$ cat src/rtl/spidergon_pkg.sv
// Shared spidergon node definitions: flit type codes, port indices, arbiter state.
// Latency: n/a (constants and helper function only).
// Backpressure: n/a.
package spidergon_pkg;

    // Width of the flit type field carried in the top bits of every flit
    localparam int HEAD_TAIL = 2;

    localparam logic [1:0] HEAD_FLIT = 2'b01;
    localparam logic [1:0] BODY_FLIT = 2'b10;
    localparam logic [1:0] TAIL_FLIT = 2'b00;
    localparam logic [1:0] HEADER    = 2'b11;

    // Output port indices of a spidergon node
    localparam int ANTI_CLOCKWISE = 0;
    localparam int CLOCKWISE      = 1;
    localparam int ACROSS         = 2;
    localparam int STOP           = 3;

    typedef enum logic {IDLE, LOCKED} arb_state_e;

    // Index width that stays at least one bit for single-entry vectors
    function automatic int idx_width(input int n);
        return (n > 1) ? $clog2(n) : 1;
    endfunction

endpackage

$ cat src/rtl/spidergon_rr_picker.sv
// Rotate-priority picker: first eligible entry scanning upward from rr_ptr_i, with wrap-around.
// Latency: purely combinational.
// Backpressure: none; the caller gates eligibility.
module spidergon_rr_picker #(
    parameter int N     = 4,
    parameter int PTR_W = 2
) (
    input  logic [N-1:0]     eligible_i,
    input  logic [PTR_W-1:0] rr_ptr_i,
    output logic [N-1:0]     winner_o,
    output logic             valid_o
);

    logic [PTR_W:0]   sum;
    logic [PTR_W-1:0] idx;

    // Walk the N positions starting at the pointer; the first eligible one wins
    always_comb begin
        winner_o = '0;
        valid_o  = 1'b0;
        sum      = '0;
        idx      = '0;
        for (int k = 0; k < N; k++) begin
            sum = {1'b0, rr_ptr_i} + (PTR_W+1)'(k);
            if (sum >= (PTR_W+1)'(N)) begin
                sum = sum - (PTR_W+1)'(N);
            end
            idx = sum[PTR_W-1:0];
            if (!valid_o && eligible_i[idx]) begin
                winner_o[idx] = 1'b1;
                valid_o       = 1'b1;
            end
        end
    end

endmodule

$ cat src/rtl/spidergon_output_arbiter.sv
// Wormhole output-link allocator: round-robin on head flits, link locked until the tail passes.
// Latency: one cycle from req_valid&&req_ready to out_valid; req_ready is combinational.
// Backpressure: per-VC OFF (downstream_vc_full) stalls the owner; optional SPIDERGON_ARB_WATCHDOG_EN flags long stalls.
module spidergon_output_arbiter
    import spidergon_pkg::*;
#(
    parameter int NUM_OF_REQUESTERS       = 4,
    parameter int FLIT_DATA_WIDTH         = 16,
    parameter int NUM_OF_VIRTUAL_CHANNELS = 2,
`ifdef SPIDERGON_ARB_WATCHDOG_EN
    parameter int WATCHDOG_CYCLES         = 64,
`endif
    localparam int FW    = FLIT_DATA_WIDTH + HEAD_TAIL,
    localparam int VC_W  = idx_width(NUM_OF_VIRTUAL_CHANNELS),
    localparam int PTR_W = idx_width(NUM_OF_REQUESTERS)
) (
    input  logic                              clk,
    input  logic                              reset,
    input  logic [NUM_OF_REQUESTERS-1:0]      req_valid,
    input  logic [NUM_OF_REQUESTERS*FW-1:0]   req_flit,
    input  logic [NUM_OF_REQUESTERS*VC_W-1:0] req_vc,
    output logic [NUM_OF_REQUESTERS-1:0]      req_ready,
    input  logic [NUM_OF_VIRTUAL_CHANNELS-1:0] downstream_vc_full,
    output logic                              out_valid,
    output logic [FW-1:0]                     out_flit,
    output logic [VC_W-1:0]                   out_vc,
    output logic [NUM_OF_REQUESTERS-1:0]      grant,
    output logic                              locked
`ifdef SPIDERGON_ARB_WATCHDOG_EN
    ,output logic                             stall_timeout
`endif
);

    localparam int N = NUM_OF_REQUESTERS;

    arb_state_e       state_q;
    logic [PTR_W-1:0] rr_ptr_q;
    logic [PTR_W-1:0] owner_q;
    logic [VC_W-1:0]  owner_vc_q;
    logic [N-1:0]     grant_q;
    logic             locked_q;
    logic             out_valid_q;
    logic [FW-1:0]    out_flit_q;
    logic [VC_W-1:0]  out_vc_q;

    logic [FW-1:0]    flit_a [N];
    logic [1:0]       typ_a  [N];
    logic [VC_W-1:0]  vc_a   [N];
    logic [N-1:0]     eligible;
    logic [N-1:0]     pick_win;
    logic             pick_vld;
    logic [PTR_W-1:0] win_idx;
    logic [PTR_W-1:0] sel_idx;
    logic [1:0]       sel_typ;
    logic             xfer;
    logic [FW-1:0]    out_flit_d;
    logic [VC_W-1:0]  out_vc_d;

    function automatic logic [PTR_W-1:0] next_ptr(input logic [PTR_W-1:0] p);
        return (p == PTR_W'(N-1)) ? '0 : p + PTR_W'(1);
    endfunction

    // Unpack the flat buses; only heads/headers on a non-full VC may open a packet
    always_comb begin
        for (int i = 0; i < N; i++) begin
            flit_a[i]   = req_flit[i*FW +: FW];
            typ_a[i]    = flit_a[i][FW-1 -: HEAD_TAIL];
            vc_a[i]     = req_vc[i*VC_W +: VC_W];
            eligible[i] = req_valid[i] && (typ_a[i] == HEAD_FLIT || typ_a[i] == HEADER)
                          && !downstream_vc_full[vc_a[i]];
        end
    end

    spidergon_rr_picker #(
        .N     (N),
        .PTR_W (PTR_W)
    ) u_picker (
        .eligible_i (eligible),
        .rr_ptr_i   (rr_ptr_q),
        .winner_o   (pick_win),
        .valid_o    (pick_vld)
    );

    // One-hot winner to index
    always_comb begin
        win_idx = '0;
        for (int i = 0; i < N; i++) begin
            if (pick_win[i]) begin
                win_idx = PTR_W'(i);
            end
        end
    end

    // Select the transferring source: the picker winner when idle, the owner when locked
    always_comb begin
        req_ready = '0;
        xfer      = 1'b0;
        sel_idx   = (state_q == LOCKED) ? owner_q : win_idx;
        if (!reset) begin
            if (state_q == IDLE) begin
                if (pick_vld) begin
                    xfer      = 1'b1;
                    req_ready = pick_win;
                end
            end else if (req_valid[owner_q] && !downstream_vc_full[owner_vc_q]) begin
                xfer               = 1'b1;
                req_ready[owner_q] = 1'b1;
            end
        end
        sel_typ    = typ_a[sel_idx];
        out_flit_d = flit_a[sel_idx];
        out_vc_d   = (state_q == LOCKED) ? owner_vc_q : vc_a[sel_idx];
        // A stray head inside a locked packet continues the worm as a body flit
        if (state_q == LOCKED && sel_typ == HEAD_FLIT) begin
            out_flit_d[FW-1 -: HEAD_TAIL] = BODY_FLIT;
        end
    end

    // Arbiter FSM with registered output flit, grant and lock flags
    always_ff @(posedge clk) begin
        if (reset) begin
            state_q     <= IDLE;
            rr_ptr_q    <= '0;
            owner_q     <= '0;
            owner_vc_q  <= '0;
            grant_q     <= '0;
            locked_q    <= 1'b0;
            out_valid_q <= 1'b0;
            out_flit_q  <= '0;
            out_vc_q    <= '0;
        end else begin
            out_valid_q <= xfer;
            if (xfer) begin
                out_flit_q <= out_flit_d;
                out_vc_q   <= out_vc_d;
            end
            case (state_q)
                IDLE: begin
                    if (xfer) begin
                        if (sel_typ == HEADER) begin
                            rr_ptr_q <= next_ptr(sel_idx);
                        end else begin
                            state_q    <= LOCKED;
                            owner_q    <= sel_idx;
                            owner_vc_q <= vc_a[sel_idx];
                            grant_q    <= pick_win;
                            locked_q   <= 1'b1;
                        end
                    end
                end
                LOCKED: begin
                    if (xfer && sel_typ == TAIL_FLIT) begin
                        state_q  <= IDLE;
                        rr_ptr_q <= next_ptr(owner_q);
                        grant_q  <= '0;
                        locked_q <= 1'b0;
                    end
                end
            endcase
        end
    end

    assign out_valid = out_valid_q;
    assign out_flit  = out_flit_q;
    assign out_vc    = out_vc_q;
    assign grant     = grant_q;
    assign locked    = locked_q;

`ifdef SPIDERGON_ARB_WATCHDOG_EN
    localparam int WD_W = $clog2(WATCHDOG_CYCLES + 1);

    logic [WD_W-1:0] wd_cnt_q;
    logic [WD_W-1:0] wd_cnt_d;
    logic            stall_q;

    // Count consecutive locked cycles with no owner transfer, saturating at the limit
    always_comb begin
        wd_cnt_d = '0;
        if (state_q == LOCKED && !xfer) begin
            wd_cnt_d = (wd_cnt_q == WD_W'(WATCHDOG_CYCLES)) ? wd_cnt_q : wd_cnt_q + WD_W'(1);
        end
    end

    // Sticky timeout flag, cleared only by reset
    always_ff @(posedge clk) begin
        if (reset) begin
            wd_cnt_q <= '0;
            stall_q  <= 1'b0;
        end else begin
            wd_cnt_q <= wd_cnt_d;
            if (wd_cnt_d == WD_W'(WATCHDOG_CYCLES)) begin
                stall_q <= 1'b1;
            end
        end
    end

    assign stall_timeout = stall_q;
`endif

endmodule

$ cat config.mk
export PLATFORM = sky130hd
export DESIGN_NAME = spidergon_output_arbiter
export DESIGN_NICKNAME = d
export VERILOG_FILES = /design/src/rtl/spidergon_pkg.sv /design/src/rtl/spidergon_rr_picker.sv /design/src/rtl/spidergon_output_arbiter.sv
export SDC_FILE = /design/constraint.sdc
export NUM_CORES = 1
export LEC_CHECK = 0
export BUFFER_PORTS_ARGS = -buffer_cell sky130_fd_sc_hd__buf_4
export CORE_ASPECT_RATIO = 1.1
export CORE_MARGIN = 2
export CORE_UTILIZATION = 50
export CTS_BUF_LIST = sky130_fd_sc_hd__clkbuf_4
export DETAILED_ROUTE_END_ITERATION = 8
export PLACE_DENSITY = 0.89
export SKIP_CTS_REPAIR_TIMING = 1
export SLEW_MARGIN = 20
export SYNTH_ARGS = -nofsm -noshare
export SYNTH_HDL_FRONTEND = slang
export SYNTH_HIERARCHICAL = 1
export SYNTH_SLANG_ARGS = --single-unit
$ cat constraint.sdc
create_clock -name clk -period 4.65 [get_ports clk]
set_input_delay 0.93 -clock clk [delete_from_list [all_inputs] [get_ports clk]]
set_output_delay 0.93 -clock clk [all_outputs]
set_load 0.05 [all_outputs]
### Yosys cells after proc, flatten, opt, wreduce, memory -nomap -nowiden

Index checks and enable logic that the tools add are counted.

| cells by class | value |
|---|---|
| equality and inequality tests | 16 |
| add/subtract/negate cells | 9 |
| $lt $le $gt $ge | 20 |
| reduce and logical (&&, ||, !) cells | 35 |
| bitwise logic cells | 6 |
| multiplexer cells | 83 |

Operators with widths:

| operator | count |
|---|---|
| two-way mux 4 bit | 11 |
| two-way mux 1 bit | 38 |
| binary-select mux 18 bit (select 2 bit) | 1 |
| two-way mux 18 bit | 2 |
| two-way mux 2 bit | 15 |
| logical AND 1 bit | 19 |
| less-than comparator 2 x 3 -> 1 bit, second input constant | 5 |
| equality test 2 bit, second input constant | 7 |
| binary-select mux 1 bit (select 2 bit) | 6 |
| >= comparator 3 bit, second input constant | 4 |
| OR 4 bit | 3 |
| demux 1 bit (select 2 bit) | 5 |
| equality test 2 x 1 -> 1 bit, second input constant | 5 |
| >= comparator 2 x 1 -> 1 bit, second input constant | 5 |
| less-than comparator 1 x 2 -> 1 bit, second input constant | 5 |
| AND reduction 3 bit | 3 |
| logical NOT 1 bit | 8 |
| case mux 4 bit (2 select lines) | 1 |
| subtractor 2 x 1 -> 2 bit, second input constant | 4 |
| adder 2 x 2 -> 3 bit, second input constant | 2 |
| adder 2 x 1 -> 2 bit, second input constant | 2 |
| binary-select mux 2 bit (select 2 bit) | 1 |
| logical OR 1 bit | 4 |
| != test 2 x 1 -> 1 bit, second input constant | 2 |
| other kinds (8) | 11 |

| word-level totals | value |
|---|---|
| output and inout bits | 29 |
| bits in registers | 31 |
| bits of input ports | 84 |
| logic and storage cells | 178 |

### Logic depth before layout (Yosys ltp)

Gate-level depths: netlist of the first run.

| depth | value |
|---|---|
| depth in word-level cells | 28 |
| mapped depth | 14 |
| depth with buffers taken out | 12 |

### Modules after synthesis

Netlist of the first run, hierarchy kept.

Modules (own cells, without submodules):

| module | cells each | area an instance (um2) | times used | seq. area each (um2) |
|---|---|---|---|---|
| spidergon_output_arbiter | 300 | 2,117.0 | 1 | 620.6 |
| spidergon_rr_picker | 62 | 470.5 | 1 | 0.0 |

### Worst setup path after synthesis of the first run

Ideal clock, no wire load.

| path | value |
|---|---|
| kind | input to output |
| start point | input req_vc[1] |
| end point | output req_ready[3] |
| required time | 3.720 ns |
| stages | 8 |
| buffers on the path | 0 |
| setup slack | 0.549 ns |
| arrival | 3.171 ns |
| path through | mux2i_1 and3_1 or3b_1 a2111o_1 nand3_2 o2bb2ai_1 a22oi_1 nor2_1 |

| on the way | value |
|---|---|
| cells in the longest elaborated chain, start to end | 19 |
| elaborated cells on any way between the ends | 32 |
| those cells by class | mux: 21; bitwise: 3; reduce/logical: 8 |

RTL lines:

| element | RTL line | source |
|---|---|---|
| start: declaration | spidergon_output_arbiter.sv:21 | `input logic [NUM_OF_REQUESTERS*VC_W-1:0] req_vc,` |
| two-way mux 1 bit (not written as such) (*) (2 in series) | spidergon_output_arbiter.sv:70 | `&& !downstream_vc_full[vc_a[i]];` |
| logical NOT 1 bit (*) | spidergon_output_arbiter.sv:70 |  |
| logical AND 1 bit (*) | spidergon_output_arbiter.sv:70 |  |
| net eligible[1] | spidergon_output_arbiter.sv:49 | `logic [N-1:0] eligible;` |
| binary-select mux 1 bit (select 2 bit) | spidergon_rr_picker.sv:29 | `if (!valid_o && eligible_i[idx]) begin` |
| two-way mux 1 bit (not written as such) | spidergon_rr_picker.sv:29 |  |
| two-way mux 1 bit | spidergon_rr_picker.sv:29 |  |
| logical NOT 1 bit | spidergon_rr_picker.sv:29 |  |
| (+4 left out) | n/a |  |
| two-way mux 1 bit | spidergon_rr_picker.sv:29 |  |
| logical NOT 1 bit | spidergon_rr_picker.sv:29 |  |
| logical AND 1 bit | spidergon_rr_picker.sv:29 |  |
| two-way mux 4 bit (*) | spidergon_rr_picker.sv:29 |  |
| net pick_win[3] | spidergon_output_arbiter.sv:50 | `logic [N-1:0] pick_win;` |
| two-way mux 4 bit (*) | spidergon_output_arbiter.sv:101 | `if (pick_vld) begin` |
| two-way mux 4 bit (*) | spidergon_output_arbiter.sv:100 | `if (state_q == IDLE) begin` |
| two-way mux 4 bit (*) | spidergon_output_arbiter.sv:99 | `if (!reset) begin` |
| end: declaration | spidergon_output_arbiter.sv:22 | `output logic [NUM_OF_REQUESTERS-1:0] req_ready,` |

Mark *: on every way through the listed nets, which the timed path passes. The rest lies on a longest branch. The select of a mux whose other input is x is not followed.

### Worst setup path in the final report of the first run

| path | value |
|---|---|
| start point | register rr_ptr_q[1] |
| end point | output req_ready[3] |

| on the way | value |
|---|---|
| cells in the longest elaborated chain, start to end | 17 |
| elaborated cells on any way between the ends | 63 |
| those cells by class | add/sub: 7; order compare: 12; mux: 31; bitwise: 3; reduce/logical: 10 |

RTL lines:

| element | RTL line | source |
|---|---|---|
| start: declaration | spidergon_output_arbiter.sv:37 | `logic [PTR_W-1:0] rr_ptr_q;` |
| start signal: assignment | spidergon_output_arbiter.sv:141 | `rr_ptr_q <= next_ptr(sel_idx);` |
| start signal: assignment | spidergon_output_arbiter.sv:154 | `rr_ptr_q <= next_ptr(owner_q);` |
| parallel branches: the longest is 13 deep, another holds adder 2 x 1 -> 3 bit | n/a |  |
| two-way mux 4 bit (*) | spidergon_rr_picker.sv:29 |  |
| net pick_win[3] | spidergon_output_arbiter.sv:50 |  |
| two-way mux 4 bit (*) | spidergon_output_arbiter.sv:101 |  |
| two-way mux 4 bit (*) | spidergon_output_arbiter.sv:100 |  |
| two-way mux 4 bit (*) | spidergon_output_arbiter.sv:99 |  |

Mark *: on every way through the listed nets, which the timed path passes. The select of a mux whose other input is x is not followed.

==> results by group, run 1 <==
Synthesis
  • Post-synth cell types: 53
  • Top cell type by total area after synthesis: dfxtp_1
  • Avg Inst Size Synth: 7.15 µm²
  • Synth cell count leaders: nand2_1, nand3_1, dfxtp_1
  • EDFF count, synth: 0
  • Sequential-to-total area share from yosys stat: 0.240
  • Yosys warns: 6
  • Post-Syn Area: 2590 µm²
  • Synth Flop Type: dfxtp_1
  • Cells after synthesis: 362
  • Area contributors post-synth: dfxtp_1, nand2_1, nand3_1
  • Most numerous cell in the Yosys netlist: nand2_1
  • Post-synthesis register bit count: 31
  • Syn nets: 456
  • Top cell type's share of synthesized area: 0.240
  • Ys async rst share: 0

Finish
  • Fin cells: 528
  • Post-layout util: 0.702
  • Layout cell share with drive strength beyond 1: 0.315
  • Antenna cells: 0
  • Filler cell count: 422
  • Area Overhead vs Synth: 35.6%
  • Finished Cell Area: 3510 µm²
  • Multi-input gate area in the final layout: 1810 µm²
  • Final nets: 563
  • Flip-flop and latch area: 621 µm²

Global routing
  • GRT Residual Overflow: 0
  • Vias in the first global route: 2955
  • Initial antenna violation count: 0
  • First-pass GRT wire length: 13500 µm
  • GRT Util Overall: 0.296
  • Largest net degree at the start of global routing: 34

Setup path
  • Critical path type: reg2out
  • CP Data Required Time: 3.72 ns
  • CP Capture Type: output pin
  • CP Max Fanout: 8
  • Crit path launch type: register
  • Critical R2R Launch: rr_ptr_q[1]
  • Crit path arrival time: 3.28 ns
  • Crit path from: rr_ptr_q[1]

Die
  • FP Rows: 27
  • Initial Util: 0.518
  • Die area: 5770 µm²
  • Core ar.: 5000 µm²
  • Die X: 72.6 µm
  • IO Count: 113
  • Die extent in y: 79.5 µm

CTS
  • Clk buf depth: 2
  • CTS tree: built
  • Clk slew on worst S/H paths: 0.10 ns
  • Root Buffer Master: clkbuf_4
  • Clk_lat worst skew: 0.33 ns
  • CTS HTree Levels: 2
  • CTS Buf Count: 5
  • Clock sinks: 31

Timing
  • Worst-Margin Slew: 0.654 ns
  • Setup ws final: 0.444 ns
  • Final Max Slew Viols: 0
  • TNS Setup: 0 ns
  • Max Fclk: 238 MHz
  • Final Hold Vio Count: 0
  • Final worst-path cycle share: 0.904
  • RSZ-0062 raised after global routing: false
  • Slew headroom: 0.563
  • Setup-failing EPs final: 0
  • Period minus WS final: 4.21 ns
  • Final Skew: 0.00435 ns

Run
  • Max-cap violations: 0

Pwr
  • Clk network pwr share: 0.067
  • Max rail drop VDD: 0.375 mV
  • Combinational share of power: 0.749
  • Switching power: 1280 µW
  • Pwr Density: 650 nW/µm²
  • Sequential power share: 0.184
  • Cell Int Power: 1000 µW
  • Sw frac: 0.561
  • P_leak: 0.00158 µW

Route
  • Residual DRC: 0
  • Post-Route WL: 8080 µm
  • Post-DRT Antenna Nets: 0
  • Wirelength per Cell: 15.3 µm
  • Router iterations before antenna repair: 5
  • Vias: 3044
  • Avg Vias per Cell: 5.77
  • Iteration-0 DRC Markers: 245

Min path
  • Hold Path Class: reg2reg
  • Start point of the worst hold path: out_flit[6]

Placement
  • Post-DP HPWL: 6230 µm
  • RD Place Congestion: 1.01
  • PortBufs: 112
  • Post-DP Area: 3460 µm²
  • Inst Count DP: 520
  • Place WS: 0.175 ns

Status
  • Status: complete, no violations
==> stage by stage <==
stage | hold WS (ns) | power, µW
6_report | 0.460 | 2280
4_1_cts | 0.462 | 2270
3_3_place_gp | 0.442 | 2070
5_1_grt | 0.481 | 2480
3_5_place_dp | 0.448 | 2120
2_1_floorplan | 0.500 | 1670
==> critical path, cell delays in order (launching register included) <==
cell and delay, ns:
dfxtp_1 0.56, inv_1 0.17, ha_1 0.41, mux2i_1 0.43, mux2_2 0.30, a211oi_1 0.08
o2bb2ai_1 0.51, a22oi_1 0.14, nor2_1 0.12, buf_4 0.20
==> cell type report <==
type                       count  area share
inverter                      13      0.0139
clock inverter                 3     0.00428
clock buffer                   5      0.0107
tap                           58      0.0207
sequential                    31       0.177
multi-input combinational    298       0.517
timing repair buffer         120       0.257
==> state kept, by name, indices dropped and copies added (netlist names) <==
| name | count |
|---|---|
| state_q | 1 |
| grant | 4 |
| out_valid | 1 |
| out_flit | 18 |
| owner_q | 2 |
| out_vc | 1 |
| rr_ptr_q | 2 |
| locked | 1 |
| owner_vc_q | 1 |
==> path summary, 6_finish.rpt <==
check	endpoint	slack [ns]	depth (start not counted)
worst min-delay path	out_flit[6]	0.46	2
worst max register to register	owner_vc_q	0.52	12
worst min register to register	out_flit[6]	0.46	2
worst max-delay path	req_ready[3]	0.44	9
==> power by group through the flow <==
stage / Combinational, µW / Sequential (µW) / Clock, µW
6_report: 1710 / 419 / 153
5_1_grt: 1880 / 431 / 173
4_1_cts: 1700 / 419 / 156
3_5_place_dp: 1690 / 425 / 0
3_3_place_gp: 1650 / 422 / 0
2_1_floorplan: 1060 / 615 / 0
==> cells by family (layout without fill, tap and decap cells) <==
group           count (synthesis)  in the layout  synth area share
buf+inv                        33            141            0.0604
compound gates                 67             67             0.201
mux                            23             23            0.0957
simple gates                  198            198             0.355
flops                          31             31             0.240
fa+ha+maj                      10             10            0.0484
==> metal layers <==
layer  vias up  global-route usage  wire, µm
met2       144               0.492      4000
met5         -                   0         0
met1      1381               0.351      3110
li1       1492                   -         -
met4         0               0.130       284
met3        27              0.0846       690
==> cells in the final DEF, fill, tap and decap left out, types with 3 or more instances in the layout <==
master     count
a211oi_1       3
a21oi_1       20
a22oi_1        4
and3_1         5
buf_4        120
clkbuf_4       5
clkinv_1       3
dfxtp_1       31
ha_1          10
inv_1         11
mux2i_1       18
nand2_1       93
nand2b_1       7
nand3_1       57
nand3_2        3
nor2_1        15
nor2b_1        3
nor3_1         3
o211ai_1       4
o21ai_0        4
o22ai_1        6
o2bb2ai_1      4
o41ai_1        4
No activity file was read; power rests on OpenSTA's default activity.
==> run 2: changes to the inputs <==
- BUFFER_PORTS_ARGS: -buffer_cell sky130_fd_sc_hd__buf_4 -> -buffer_cell sky130_fd_sc_hd__buf_2
- PLACE_DENSITY: 0.89 -> 0.9
==> run 2 against run 1 <==
Against the previous run: sequential power barely moved; final cell count did not move; combinational power fell by 5%; clock skew rose by 0.0074 ns; via count fell by 0.66%; highest routed layer unchanged; sequential cell count did not move; wire length fell by 10%; setup slack got worse by 0.014 ns; global-route usage fell by 2.6 points; clock-buffer cell count did not move; power fell by 2.0%; first-iteration DRC count fell by 44%.
==> results by group, run 2 (synthesized netlist as in run 1, its figures left out) <==
Status
  • Status: complete, no violations

Setup path
  • CP top delay family: compound AO/OA/AOI/OAI gates
  • Crit-path cells: inv_1 -> ha_1 -> mux2i_1 -> mux2_2 -> a211oi_1 -> o2bb2ai_1 -> a22oi_1 -> nor2_1 -> buf_2
  • Crit path from: rr_ptr_q[1]
  • Crit path arrival time: 3.29 ns
  • Worst Path Buf+Inv: 2
  • CP Data Required Time: 3.72 ns
  • Critical R2R Launch: rr_ptr_q[1]
  • Worst path max stage delay: 0.56 ns
  • Crit path launch type: register
  • CP Capture Type: output pin
  • Slowest CP cell: dfxtp_1
  • Critical path type: reg2out
  • CP Max Fanout: 8

Timing
  • TNS Setup: 0 ns
  • Max Fclk: 237 MHz
  • Final Max Slew Viols: 0
  • Worst-Margin Slew: 0.647 ns
  • Final Skew: 0.0118 ns
  • Period minus WS final: 4.22 ns
  • Final worst-path cycle share: 0.907
  • RSZ-0062 raised after global routing: false
  • Slew headroom: 0.568
  • Setup ws final: 0.431 ns
  • Final Hold Vio Count: 0
  • Setup-failing EPs final: 0

Route
  • Met1 WL: 2960 µm
  • Wirelength per Cell: 13.8 µm
  • Post-DRT Antenna Nets: 0
  • Vias: 3024
  • Iteration-0 DRC Markers: 137
  • DR top layer: met4
  • Router iterations before antenna repair: 5
  • Met2 wire length: 3530 µm
  • Post-Route WL: 7260 µm
  • Avg Vias per Cell: 5.73
  • WL met3: 473 µm
  • Residual DRC: 0

Die
  • Initial Util: 0.518
  • Core ar.: 5000 µm²
  • Die extent in y: 79.5 µm
  • Die area: 5770 µm²
  • IO Count: 113
  • Die X: 72.6 µm
  • FP Rows: 27

Global routing
  • GRT Residual Overflow: 0
  • Initial antenna violation count: 0
  • Largest net degree at the start of global routing: 34
  • First-pass GRT wire length: 12600 µm
  • GRT Util Overall: 0.270
  • Vias in the first global route: 2869

Pwr
  • Sw frac: 0.553
  • Sequential power share: 0.186
  • Clk network pwr share: 0.088
  • Combinational share of power: 0.725
  • Final Power: 2240 µW
  • Cell Int Power: 1000 µW
  • Pwr Density: 687 nW/µm²
  • Max rail drop VDD: 0.404 mV
  • Switching power: 1230 µW
  • P_leak: 0.00152 µW

CTS
  • Clk buf depth: 2
  • CTS Buf Count: 5
  • Root Buffer Master: clkbuf_4
  • Clock sinks: 31
  • CTS HTree Levels: 2
  • Clk slew on worst S/H paths: 0.10 ns
  • CTS tree: built
  • Clk_lat worst skew: 0.32 ns

Finish
  • Post-layout util: 0.650
  • Commonest non-fill, non-tap cell in the layout: buf_2
  • Most frequent cells in the layout: buf_2, nand2_1, nand3_1
  • Final nets: 563
  • Layout cell share with drive strength beyond 1: 0.317
  • Max reg flops: 18
  • Filler cell count: 427
  • Area Overhead vs Synth: 25.7%
  • Antenna cells: 0

Min path
  • Hold Path Class: reg2reg
  • Start point of the worst hold path: out_flit[7]

Placement
  • Place WS: 0.271 ns
  • Post-DP HPWL: 5680 µm
  • PortBufs: 112
  • RD Place Congestion: 0.976

Run
  • Max-cap violations: 0
run 2: worst paths after layout:
kind | to | slack [ns] | depth (start not counted)
max | req_ready[3] | 0.43 | 9
min reg2reg | out_flit[7] | 0.46 | 2
max reg2reg | owner_vc_q | 0.61 | 12
min | out_flit[7] | 0.46 | 2
run 2: routing by layer:
metal,track usage,up-vias
met2,0.461,147
met5,0,-
met4,0.141,0
met3,0.0530,33
met1,0.316,1344
li1,-,1500
run 2: stage by stage:
step	hold WS, ns	instance area (µm²)	instances
after CTS	0.459	3250	528
after global placement	0.440	3180	520
after detailed placement	0.445	3180	520
after global routing	0.475	3250	528
final	0.457	3250	528
after floorplan	0.500	2590	362
run 2: worst reg2reg max path: cells and delay by family (launching register included):
kind	cells	cell delay, ns
simple gates	3	0.60
compound gates	4	1.18
mux	3	1.05
flops	1	0.56
fa+ha+maj	1	0.40
buf+inv	1	0.16
run 2: power groups by stage:
stage / sequential (µW) / clock [µW] / combinational (µW)
finish: 417 / 197 / 1620
CTS: 416 / 201 / 1620
detailed placement: 421 / 0 / 1610
floorplan: 615 / 0 / 1060
global placement: 419 / 0 / 1580
global route: 430 / 215 / 1790
run 2: layout make-up:
cell class,count,area (µm²),share of cell area
Sequential cell,31,621,0.191
Multi-Input combinational cell,298,1810,0.558
Tap cell,58,72.6,0.0223
Timing Repair Buffer,120,621,0.191
Inverter,13,48.8,0.0150
Clock buffer,5,37.5,0.0115
Clock inverter,3,38.8,0.0119
==> run 3: changes to the inputs <==
- RECOVER_POWER: unset -> 25
==> run 3 against run 2 <==
Against the previous run: non-clock buffer count unchanged; setup slack worse by 0.038 ns; sequential cell count did not move; power down 0.15%; clock-buffer cell count unchanged; largest cell class unchanged; highest routed layer unchanged.
==> results by group, run 3 (synthesized netlist as in run 1, its figures left out) <==
Status
  • Status: complete, no violations

Route
  • Vias: 3008
  • Post-DRT Antenna Nets: 0
  • Wirelength per Cell: 13.8 µm
  • Residual DRC: 0
  • Post-Route WL: 7310 µm
  • Iteration-0 DRC Markers: 136
  • Router iterations before antenna repair: 5
  • Avg Vias per Cell: 5.70

Min path
  • Worst min-delay path endpoint: out_flit[9]
  • Start point of the worst hold path: out_flit[9]
  • Worst Hold Path Cells: 2
  • Hold Path Class: reg2reg

Timing
  • Slew headroom: 0.559
  • RSZ-0062 raised after global routing: false
  • Worst-Margin Slew: 0.662 ns
  • Final Hold Vio Count: 0
  • Setup-failing EPs final: 0
  • Final worst-path cycle share: 0.916
  • Final Skew: 0.0124 ns
  • Period minus WS final: 4.26 ns
  • TNS Setup: 0 ns
  • Final Max Slew Viols: 0
  • Max Fclk: 235 MHz

Setup path
  • Worst R2R End: owner_vc_q
  • CP Capture Type: output pin
  • CP top delay family: compound AO/OA/AOI/OAI gates
  • CP Max Fanout: 8
  • Crit path launch type: register
  • Slowest CP cell: dfxtp_1
  • Critical path type: reg2out
  • Crit path arrival time: 3.33 ns
  • Worst Path Buf+Inv: 2
  • Crit-path cells: inv_1 -> ha_1 -> mux2i_1 -> mux2_2 -> a211oi_1 -> o2bb2ai_1 -> a22oi_1 -> nor2_1 -> buf_2
  • Critical R2R Launch: rr_ptr_q[1]
  • CP Data Required Time: 3.72 ns
  • R2R Setup Slk: 0.57 ns
  • Worst R2R Path Depth: 12
  • Worst path max stage delay: 0.57 ns
  • Crit path from: rr_ptr_q[1]

Finish
  • Area Overhead vs Synth: 25.0%
  • Filler cell count: 435
  • Layout cell share with drive strength beyond 1: 0.285
  • Most frequent cells in the layout: buf_2, nand2_1, nand3_1
  • Antenna cells: 0
  • Multi-input gate area in the final layout: 1810 µm²
  • Final nets: 563
  • Max reg flops: 18
  • Flip-flop and latch area: 621 µm²
  • Commonest non-fill, non-tap cell in the layout: buf_2

CTS
  • CTS HTree Levels: 2
  • Clk slew on worst S/H paths: 0.10 ns
  • CTS tree: built
  • Root Buffer Master: clkbuf_4
  • CTS Buf Count: 5
  • Clock sinks: 31
  • Clk_lat worst skew: 0.32 ns
  • Clk buf depth: 2

Pwr
  • P_leak: 0.00146 µW
  • Max rail drop VDD: 0.402 mV
  • Pwr Density: 690 nW/µm²
  • Final Power: 2230 µW

Die
  • Die extent in y: 79.5 µm
  • IO Count: 113
  • Core ar.: 5000 µm²
  • Die area: 5770 µm²
  • Initial Util: 0.518
  • FP Rows: 27
  • Die X: 72.6 µm

Global routing
  • GRT Util Overall: 0.270
  • First-pass GRT wire length: 12600 µm
  • Largest net degree at the start of global routing: 34
  • Initial antenna violation count: 0
  • GRT Residual Overflow: 0
  • Vias in the first global route: 2869

Placement
  • PortBufs: 112
  • RD Place Congestion: 0.976
  • Post-DP HPWL: 5680 µm

Run
  • Max-cap violations: 0
==> run 3: cell types whose count changed in the layout (fill, tap and decap cells not counted), sizes merged <==
cell / change
buf: -15
clkbuf: +15
==> run 3: final cells by class <==
cell class                      count  share of cell area
Clock buffer                        5              0.0116
Clock inverter                      3              0.0120
Inverter                           13              0.0151
Multi-Input combinational cell    298               0.561
Sequential cell                    31               0.192
Tap cell                           58              0.0224
Timing Repair Buffer              120               0.186
==> run 3: worst reg2reg max path, cell delays in order (launching register included) <==
cell and delay [ns]:
dfxtp_1 0.57, inv_1 0.17, ha_1 0.41, mux2i_1 0.42
mux2_2 0.30, a211oi_1 0.09, o2bb2ai_1 0.56, nor2_1 0.20
a22o_1 0.29, nand3_1 0.19, nand2_1 0.21, o21ai_2 0.26
mux2_1 0.34
==> run 3: how the worst max path moves through the flow <==
stage                    to  slack, ns  cells past startpoint
2_1_floorplan  req_ready[3]       0.55                      8
5_1_grt        req_ready[3]       0.21                      9
3_5_place_dp     owner_vc_q       0.27                     13
6_report       req_ready[3]       0.39                      9
3_3_place_gp     owner_vc_q       0.46                     13
4_1_cts        req_ready[3]       0.47                      9
==> run 3: through the flow <==
step | setup slack [ns] | hold slack, ns | instances | area (µm²) | utilization
finish | 0.393 | 0.459 | 528 | 3230 | 0.647
global route | 0.211 | 0.478 | 528 | 3230 | 0.647
CTS | 0.475 | 0.459 | 528 | 3250 | 0.650
detailed placement | 0.271 | 0.445 | 520 | 3180 | 0.635
global placement | 0.456 | 0.440 | 520 | 3180 | 0.635
floorplan | 0.549 | 0.500 | 362 | 2590 | -
==> run 3: where the power goes <==
| part | switching (µW) | internal, µW |
|---|---|---|
| Sequential | 71.6 | 347 |
| Clock | 86.6 | 111 |
| Combinational | 1080 | 534 |
| Total | 1240 | 991 |
==> run 3: routing by layer <==
metal  wire (µm)  part of all wire  up-vias  global-route usage
met3         467             0.064       26              0.0530
met4         272             0.037        0               0.141
met5           0                 0        -                   0
li1            -                 -     1499                   -
met1        3000              0.41     1343               0.316
met2        3570              0.49      140               0.461
